[src/rtl/pc_pkg.sv]
// Shared types, default constants and the PC alignment helper for the fetch-side PC controller.
// Optional build macro used by pc_unit: PC_ALIGN_CHECK_EN.
package pc_pkg;

  localparam int PC_W_DEF     = 32;
  localparam int PC_REG_IDX   = 15;
  localparam int RESET_PC_DEF = 0;
  localparam int PC_STEP_DEF  = 4;

  typedef logic [PC_W_DEF-1:0] pc_t;

  // Clears the low log2(step) bits; step is a power of two.
  function automatic pc_t align_pc(pc_t pc, int unsigned step);
    pc_t mask;
    mask = pc_t'(step) - pc_t'(1);
    return pc & ~mask;
  endfunction

endpackage

[src/rtl/pcs_tracker.sv]
// Shift register following in-flight PC writes from decode to writeback.
// pending_o covers stages 1..PIPE_DEPTH-1, last_o is the writeback stage.
module pcs_tracker #(
  parameter int PIPE_DEPTH = 3
) (
  input  logic clk,
  input  logic rst_n,
  input  logic in_i,
  output logic pending_o,
  output logic last_o
);

  logic [PIPE_DEPTH:1] pend_reg;
  logic [PIPE_DEPTH:1] pend_next;

  assign pend_next[1] = in_i;

  generate
    for (genvar gi = 2; gi <= PIPE_DEPTH; gi++) begin : g_shift
      assign pend_next[gi] = pend_reg[gi-1];
    end
  endgenerate

  always_ff @(posedge clk or negedge rst_n) begin
    if (!rst_n) begin
      pend_reg <= '0;
    end else begin
      pend_reg <= pend_next;
    end
  end

  generate
    if (PIPE_DEPTH > 1) begin : g_pending
      assign pending_o = |pend_reg[PIPE_DEPTH-1:1];
    end else begin : g_no_pending
      assign pending_o = 1'b0;
    end
  endgenerate

  assign last_o = pend_reg[PIPE_DEPTH];

endmodule

[src/rtl/pc_unit.sv]
// Fetch-side PC controller: PC register, PC-write tracking, fetch stall and decode flush.
// Build macro PC_ALIGN_CHECK_EN adds a sticky misalign_o and aligns redirect targets.
module pc_unit
  import pc_pkg::*;
#(
  parameter int PC_W       = PC_W_DEF,
  parameter int REG_AW     = 5,
  parameter int PC_REG     = PC_REG_IDX,
  parameter int RESET_PC   = RESET_PC_DEF,
  parameter int PC_STEP    = PC_STEP_DEF,
  parameter int PIPE_DEPTH = 3
) (
  input  logic              clk,
  input  logic              rst_n,
  input  logic              valid_d_i,
  input  logic [REG_AW-1:0] rd_i,
  input  logic              regw_i,
  input  logic              branch_i,
  input  logic              stall_i,
  input  logic [PC_W-1:0]   pc_target_i,
  output logic [PC_W-1:0]   pc_o,
  output logic [PC_W-1:0]   pc_plus_o,
  output logic              pcs_d_o,
  output logic              pc_wr_pending_o,
  output logic              stall_f_o,
  output logic              flush_d_o,
  output logic              redirect_o
`ifdef PC_ALIGN_CHECK_EN
  ,
  output logic              misalign_o
`endif
);

  localparam int ALIGN_W = $clog2(PC_STEP);

  logic [PC_W-1:0] pc_reg;
  logic [PC_W-1:0] pc_next;
  logic [PC_W-1:0] load_pc;
  logic            tracker_pending;

  assign pcs_d_o = valid_d_i & (((rd_i == REG_AW'(PC_REG)) & regw_i) | branch_i);

  // A stalled decode must not enter execute, so it becomes a bubble in stage 1.
  pcs_tracker #(
    .PIPE_DEPTH (PIPE_DEPTH)
  ) u_tracker (
    .clk       (clk),
    .rst_n     (rst_n),
    .in_i      (pcs_d_o & ~stall_i),
    .pending_o (tracker_pending),
    .last_o    (redirect_o)
  );

  assign pc_wr_pending_o = pcs_d_o | tracker_pending;
  assign stall_f_o       = (pc_wr_pending_o | stall_i) & ~redirect_o;
  assign flush_d_o       = pc_wr_pending_o | redirect_o;
  assign pc_plus_o       = pc_reg + PC_W'(PC_STEP);
  assign pc_o            = pc_reg;

`ifdef PC_ALIGN_CHECK_EN
  generate
    if (ALIGN_W > 0) begin : g_align
      logic misalign_reg;

      assign load_pc = PC_W'(align_pc(pc_t'(pc_target_i), PC_STEP));

      always_ff @(posedge clk or negedge rst_n) begin
        if (!rst_n) begin
          misalign_reg <= 1'b0;
        end else if (redirect_o && (pc_target_i[ALIGN_W-1:0] != '0)) begin
          misalign_reg <= 1'b1;
        end
      end

      assign misalign_o = misalign_reg;
    end else begin : g_no_align
      assign load_pc    = pc_target_i;
      assign misalign_o = 1'b0;
    end
  endgenerate
`else
  assign load_pc = pc_target_i;
`endif

  // Redirect beats any stall so a writeback target is never lost.
  always_comb begin
    pc_next = pc_plus_o;
    if (redirect_o) begin
      pc_next = load_pc;
    end else if (stall_f_o) begin
      pc_next = pc_reg;
    end
  end

  always_ff @(posedge clk or negedge rst_n) begin
    if (!rst_n) begin
      pc_reg <= PC_W'(RESET_PC);
    end else begin
      pc_reg <= pc_next;
    end
  end

endmodule

[config.mk]
export PLATFORM = sky130hd
export DESIGN_NAME = pc_unit
export DESIGN_NICKNAME = d
export VERILOG_FILES = /design/src/rtl/pc_pkg.sv /design/src/rtl/pcs_tracker.sv /design/src/rtl/pc_unit.sv
export SDC_FILE = /design/constraint.sdc
export NUM_CORES = 1
export LEC_CHECK = 0
export BUFFER_PORTS_ARGS = -buffer_cell sky130_fd_sc_hd__clkbuf_2
export CAP_MARGIN = 10
export CORE_MARGIN = 2
export CORE_UTILIZATION = 45
export DETAILED_ROUTE_END_ITERATION = 12
export PLACE_DENSITY = 0.83
export REMOVE_ABC_BUFFERS = 1
export SLEW_MARGIN = 15
export SYNTH_ARGS = -nofsm -noshare
export SYNTH_HDL_FRONTEND = slang
export SYNTH_HIERARCHICAL = 1
export SYNTH_SLANG_ARGS = --single-unit
[constraint.sdc]
create_clock -name clk -period 6.8 [get_ports clk]
set_input_delay 1.36 -clock clk [delete_from_list [all_inputs] [get_ports clk]]
set_output_delay 1.36 -clock clk [all_outputs]
set_load 0.05 [all_outputs]
Yosys cells after proc, flatten, opt, wreduce, memory -nomap -nowiden
Cells that the tools add are included.
{"block": "op_classes", "bitwise": 10, "add_sub_neg": 1, "n_reduce_logical": 1, "mux": 2, "n_eq_ne": 2}
{"cell": "32-bit 2-to-1 mux", "n": 2}
{"cell": "32-bit by 3-bit adder with 32-bit output (second input constant)", "n": 1}
{"cell": "5-bit by 4-bit equality test with 1-bit output (second input constant)", "n": 1}
{"cell": "1-bit bitwise AND", "n": 4}
{"cell": "1-bit bitwise OR", "n": 4}
{"cell": "2-bit by 1-bit != test with 1-bit output (second input constant)", "n": 1}
{"cell": "1-bit NOT", "n": 2}
{"cell": "2-bit OR reduction", "n": 1}
{"block": "totals", "elab_cells": 18, "output_inout_bits": 69, "inputBits": 43, "reg_bits": 35}

Logic depth before layout (Yosys ltp)
{"block": "logic_depth", "depth_word": 9, "ltp_mapped": 7, "ltp_nobuf": 6}

Hierarchy
Netlist, hierarchy kept.
{"module": "pc_unit", "seq_area_each_um2": 800.8, "area_each_um2": 2318.5, "cells_per_inst": 279, "n_inst": 1}
{"module": "pcs_tracker", "seq_area_each_um2": 75.1, "area_each_um2": 81.3, "cells_per_inst": 4, "n_inst": 1}

Worst setup path after synthesis
OpenSTA, ideal clock, no wires.
{"block": "synth_timing", "kind": "in2out", "from": "in rd_i[4]", "to": "out flush_d_o", "arrival_ns": 3.117, "t_required_ns": 5.440, "stages": 3, "path_slack_ns": 2.323, "n_path_buf": 0, "cell_sequence": "nand3b_1 > o21ai_0 > or2_2"}
{"block": "synth_between", "elab_chain_cells": 6}
{"element": "start, declared", "line_no": "pc_unit.sv:16", "source": "input logic [REG_AW-1:0] rd_i,"}
{"element": "5-bit by 4-bit equality test with 1-bit output", "line_no": "pc_unit.sv:41", "source": "assign pcs_d_o = valid_d_i & (((rd_i == REG_AW'(PC_REG)) & regw_i) | branch_i);"}
{"element": "1-bit bitwise AND", "line_no": "pc_unit.sv:41"}
{"element": "1-bit bitwise OR", "line_no": "pc_unit.sv:41"}
{"element": "1-bit bitwise AND", "line_no": "pc_unit.sv:41"}
{"element": "1-bit bitwise OR", "line_no": "pc_unit.sv:54", "source": "assign pc_wr_pending_o = pcs_d_o | tracker_pending;"}
{"element": "via pc_wr_pending_o", "line_no": "pc_unit.sv:24", "source": "output logic pc_wr_pending_o,"}
{"element": "1-bit bitwise OR", "line_no": "pc_unit.sv:56", "source": "assign flush_d_o = pc_wr_pending_o | redirect_o;"}
{"element": "end, declared", "line_no": "pc_unit.sv:26", "source": "output logic flush_d_o,"}
The timed path passes the listed nets, and every way through them passes these cells.

Final worst setup path
{"block": "layout_timing", "from": "reg pc_reg[9] (netlist: pc_o[9])", "to": "out pc_plus_o[29]"}
{"block": "layout_between", "elab_chain_cells": 1}
{"element": "start, declared", "line_no": "pc_unit.sv:36", "source": "logic [PC_W-1:0] pc_reg;"}
{"element": "start signal, assigned", "line_no": "pc_unit.sv:97", "source": "pc_reg <= PC_W'(RESET_PC);"}
{"element": "start signal, assigned", "line_no": "pc_unit.sv:99", "source": "pc_reg <= pc_next;"}
{"element": "32-bit by 3-bit adder with 32-bit output", "line_no": "pc_unit.sv:57", "source": "assign pc_plus_o = pc_reg + PC_W'(PC_STEP);"}
{"element": "end, declared", "line_no": "pc_unit.sv:22", "source": "output logic [PC_W-1:0] pc_plus_o,"}
No other way between the ends.

==> results_dict.tcl <==
set metrics [dict create \
    worstPathRequired_ns 5.44 \
    globalplace.congestion 0.843 \
    tightestPinTransition_ns 0.932 \
    io_buffers 111 \
    core_um2 5140 \
    antenna_found_initial 0 \
    grt_pass1_wl_um 9850 \
    syn_inst 283 \
    drt_iter0_drc 86 \
    crit_path_end_kind "output pin" \
    syn_area_um2 2400 \
    hold_end "u_tracker/pend_reg[2]" \
    crit_buf_inv 1 \
    diodes 0 \
    track_usage_pct 20.1 \
    fill_cells 490 \
    status "complete, no violations" \
    yosys_warnings 6 \
    syn_area_per_cell_um2 8.48 \
    powerDensity_nw_per_um2 344 \
    r2r-end "pc_o[17]" \
    relSlewSlack_pct 37.9 \
    avgRoutedWirePerCell_um 13.1 \
    synthArstFlopShare_pct 100 \
    fp.dieW_um 77.0 \
    fmax_ghz 0.252 \
    r2r-start "pc_o[9]" \
    drv_slew 0 \
    ys_ff_latch 35 \
    final_cells 450 \
    critPathSlowestCell "dfrtp_1" \
    totalNegativeSetupSlack_ns 0 \
    path_clk_slew_ns 0.07 \
    final_util_pct 58.9 \
    hold_path.startpoint "u_tracker/pend_reg[1]" \
    start_util_pct 46.7 \
    dp.final_hpwl_um 4410 \
    r2r_cells 4 \
    irDropWorstVdd_mv 0.367 \
    overflow 0 \
    cts_max_level 2 \
    cp.arrival_ns 2.60 \
    area_growth_pct 26.2 \
    startpoint "pc_o[9]" \
    crit_type "flop to output pin" \
    drc_errors 0 \
    min_path_cells 0 \
    crit_family "simple AND/OR/NAND/NOR gates" \
    routed_wirelength_um 5880 \
    drive_gt1_share_pct 34.2 \
    ys_seq_area_share_pct 36.5 \
    p_leak_uw 0.00138 \
    setup_ws_ns 2.84 \
    layout_common_cells "clkbuf_2 (111), nand2_1 (48), dfrtp_1 (34), xor2_1 (30), o21ai_0 (29)" \
    cts_sinks 35 \
    ys_types 40 \
    synth_edf_count 0 \
    first_global_vias 2159 \
    whs_ns 0.376 \
    ios 112 \
    reg2reg_slack_ns 4.61 \
    antenna_left 0 \
    die_h_um 77.0 \
    cts_hold_buf 0 \
    numCtsBuffers 5 \
    cts_resized 0 \
    skew_ns 0.00700 \
    largest_reg_flops 32 \
    clock_path_buffers 2 \
    max_cap_violations 0 \
    postCtsSetupRepairBufs 0 \
    cts_root_buf "clkbuf_8" \
    dr.pass1.iters 4 \
    setup_violations 0 \
    hold_violations 0 \
    path_cells "nand4_4 > or3_1 > or4_4 > nor2_1 > xor2_1 > clkbuf_2" \
    synthFlopType "dfrtp_1" \
    preCtsSetupSlack_ns 2.85 \
    dieArea_um2 5930 \
    cp_max_fo 9 \
    rows 26 \
    holdCritPathClass "flop to flop" \
    grt_max_degree 67 \
    vias_per_cell 5.11 \
    cpPeakStageDelay_ns 0.54 \
    cts_tree "done" \
    fin_crit_sh_pct 58.3 \
    clk_latency_ns 0.28 \
    rsz0062_at_grt "false" \
    finalNetCount 425 \
    start_kind "flop" \
    mostFrequentLayoutCell "clkbuf_2" \
    finalCriticalPeriod_ns 3.96 \
    dp.cells 444 \
    vias 2299 \
]
-- per-layer routing --
metal / vias up / wire length (µm) / track usage [%]
met3: 6 / 359 / 4.35
met5: - / 0 / 0
li1: 1161 / - / -
met1: 1052 / 2550 / 24.7
met2: 80 / 2930 / 36.2
met4: 0 / 42 / 4.11
-- how the worst max path moves through the flow --
stage,slack [ns],endpoint,cells after the start
final,2.84,pc_plus_o[29],6
after global routing,2.66,pc_plus_o[30],7
after CTS,2.80,pc_plus_o[29],6
after detailed placement,2.85,stall_f_o,5
after global placement,2.89,stall_f_o,5
after floorplan,2.32,flush_d_o,3
-- logic make-up after synthesis --
logic type | count (synthesis) | synth area share [%]
AO/OA/AOI/OAI | 35 | 7.92
XOR/XNOR | 56 | 20.4
adder cells (fa/ha/maj) | 1 | 0.521
buffers and inverters | 24 | 4.48
flip-flops | 35 | 36.5
multiplexers | 3 | 1.36
AND/OR/NAND/NOR | 129 | 28.8
-- area by class of cell --
class / instances / area (µm²) / share of cell area [%]
multi-input combinational: 224 / 1420 / 46.8
tap: 70 / 87.6 / 2.89
sequential: 35 / 877 / 29.0
timing repair buffer: 112 / 563 / 18.6
clock buffer: 6 / 72.6 / 2.40
inverter: 3 / 11.3 / 0.372
-- Yosys cell counts, types with 2 or more instances --
cell type,n,area (µm²)
inv_1,3,11.3
nor2_1,15,56.3
and2_1,2,12.5
dfrtp_1,35,876
nand2_1,48,180
xor2_1,30,263
buf_1,2,7.51
nand4_1,13,81.3
and4_1,2,17.5
nand4_4,2,42.5
nor3_1,9,45.0
o21ai_0,29,145
mux2_2,2,22.5
clkbuf_1,9,33.8
clkbuf_2,3,15.0
or4_4,3,33.8
buf_2,5,25.0
or2_2,3,18.8
nor4_1,7,43.8
xnor2_1,26,228
buf_4,2,15.0
nand3_1,8,40.0
and3_1,7,43.8
or4_1,2,15.0
-- power breakdown --
part | switching [µW] | leakage [µW] | total (µW) | internal (µW)
clock | 70.6 | 0.0000371 | 139 | 68.3
combinational | 436 | 0.000912 | 567 | 132
sequential | 86.1 | 0.000434 | 336 | 250
-- metrics by stage --
step	power (µW)	instance area, µm²
after CTS	1050	3030
after global routing	1090	3030
after floorplan	769	2300
after global placement	900	2960
final	1040	3030
after detailed placement	909	2960
Power figures use the tool's default switching activity.
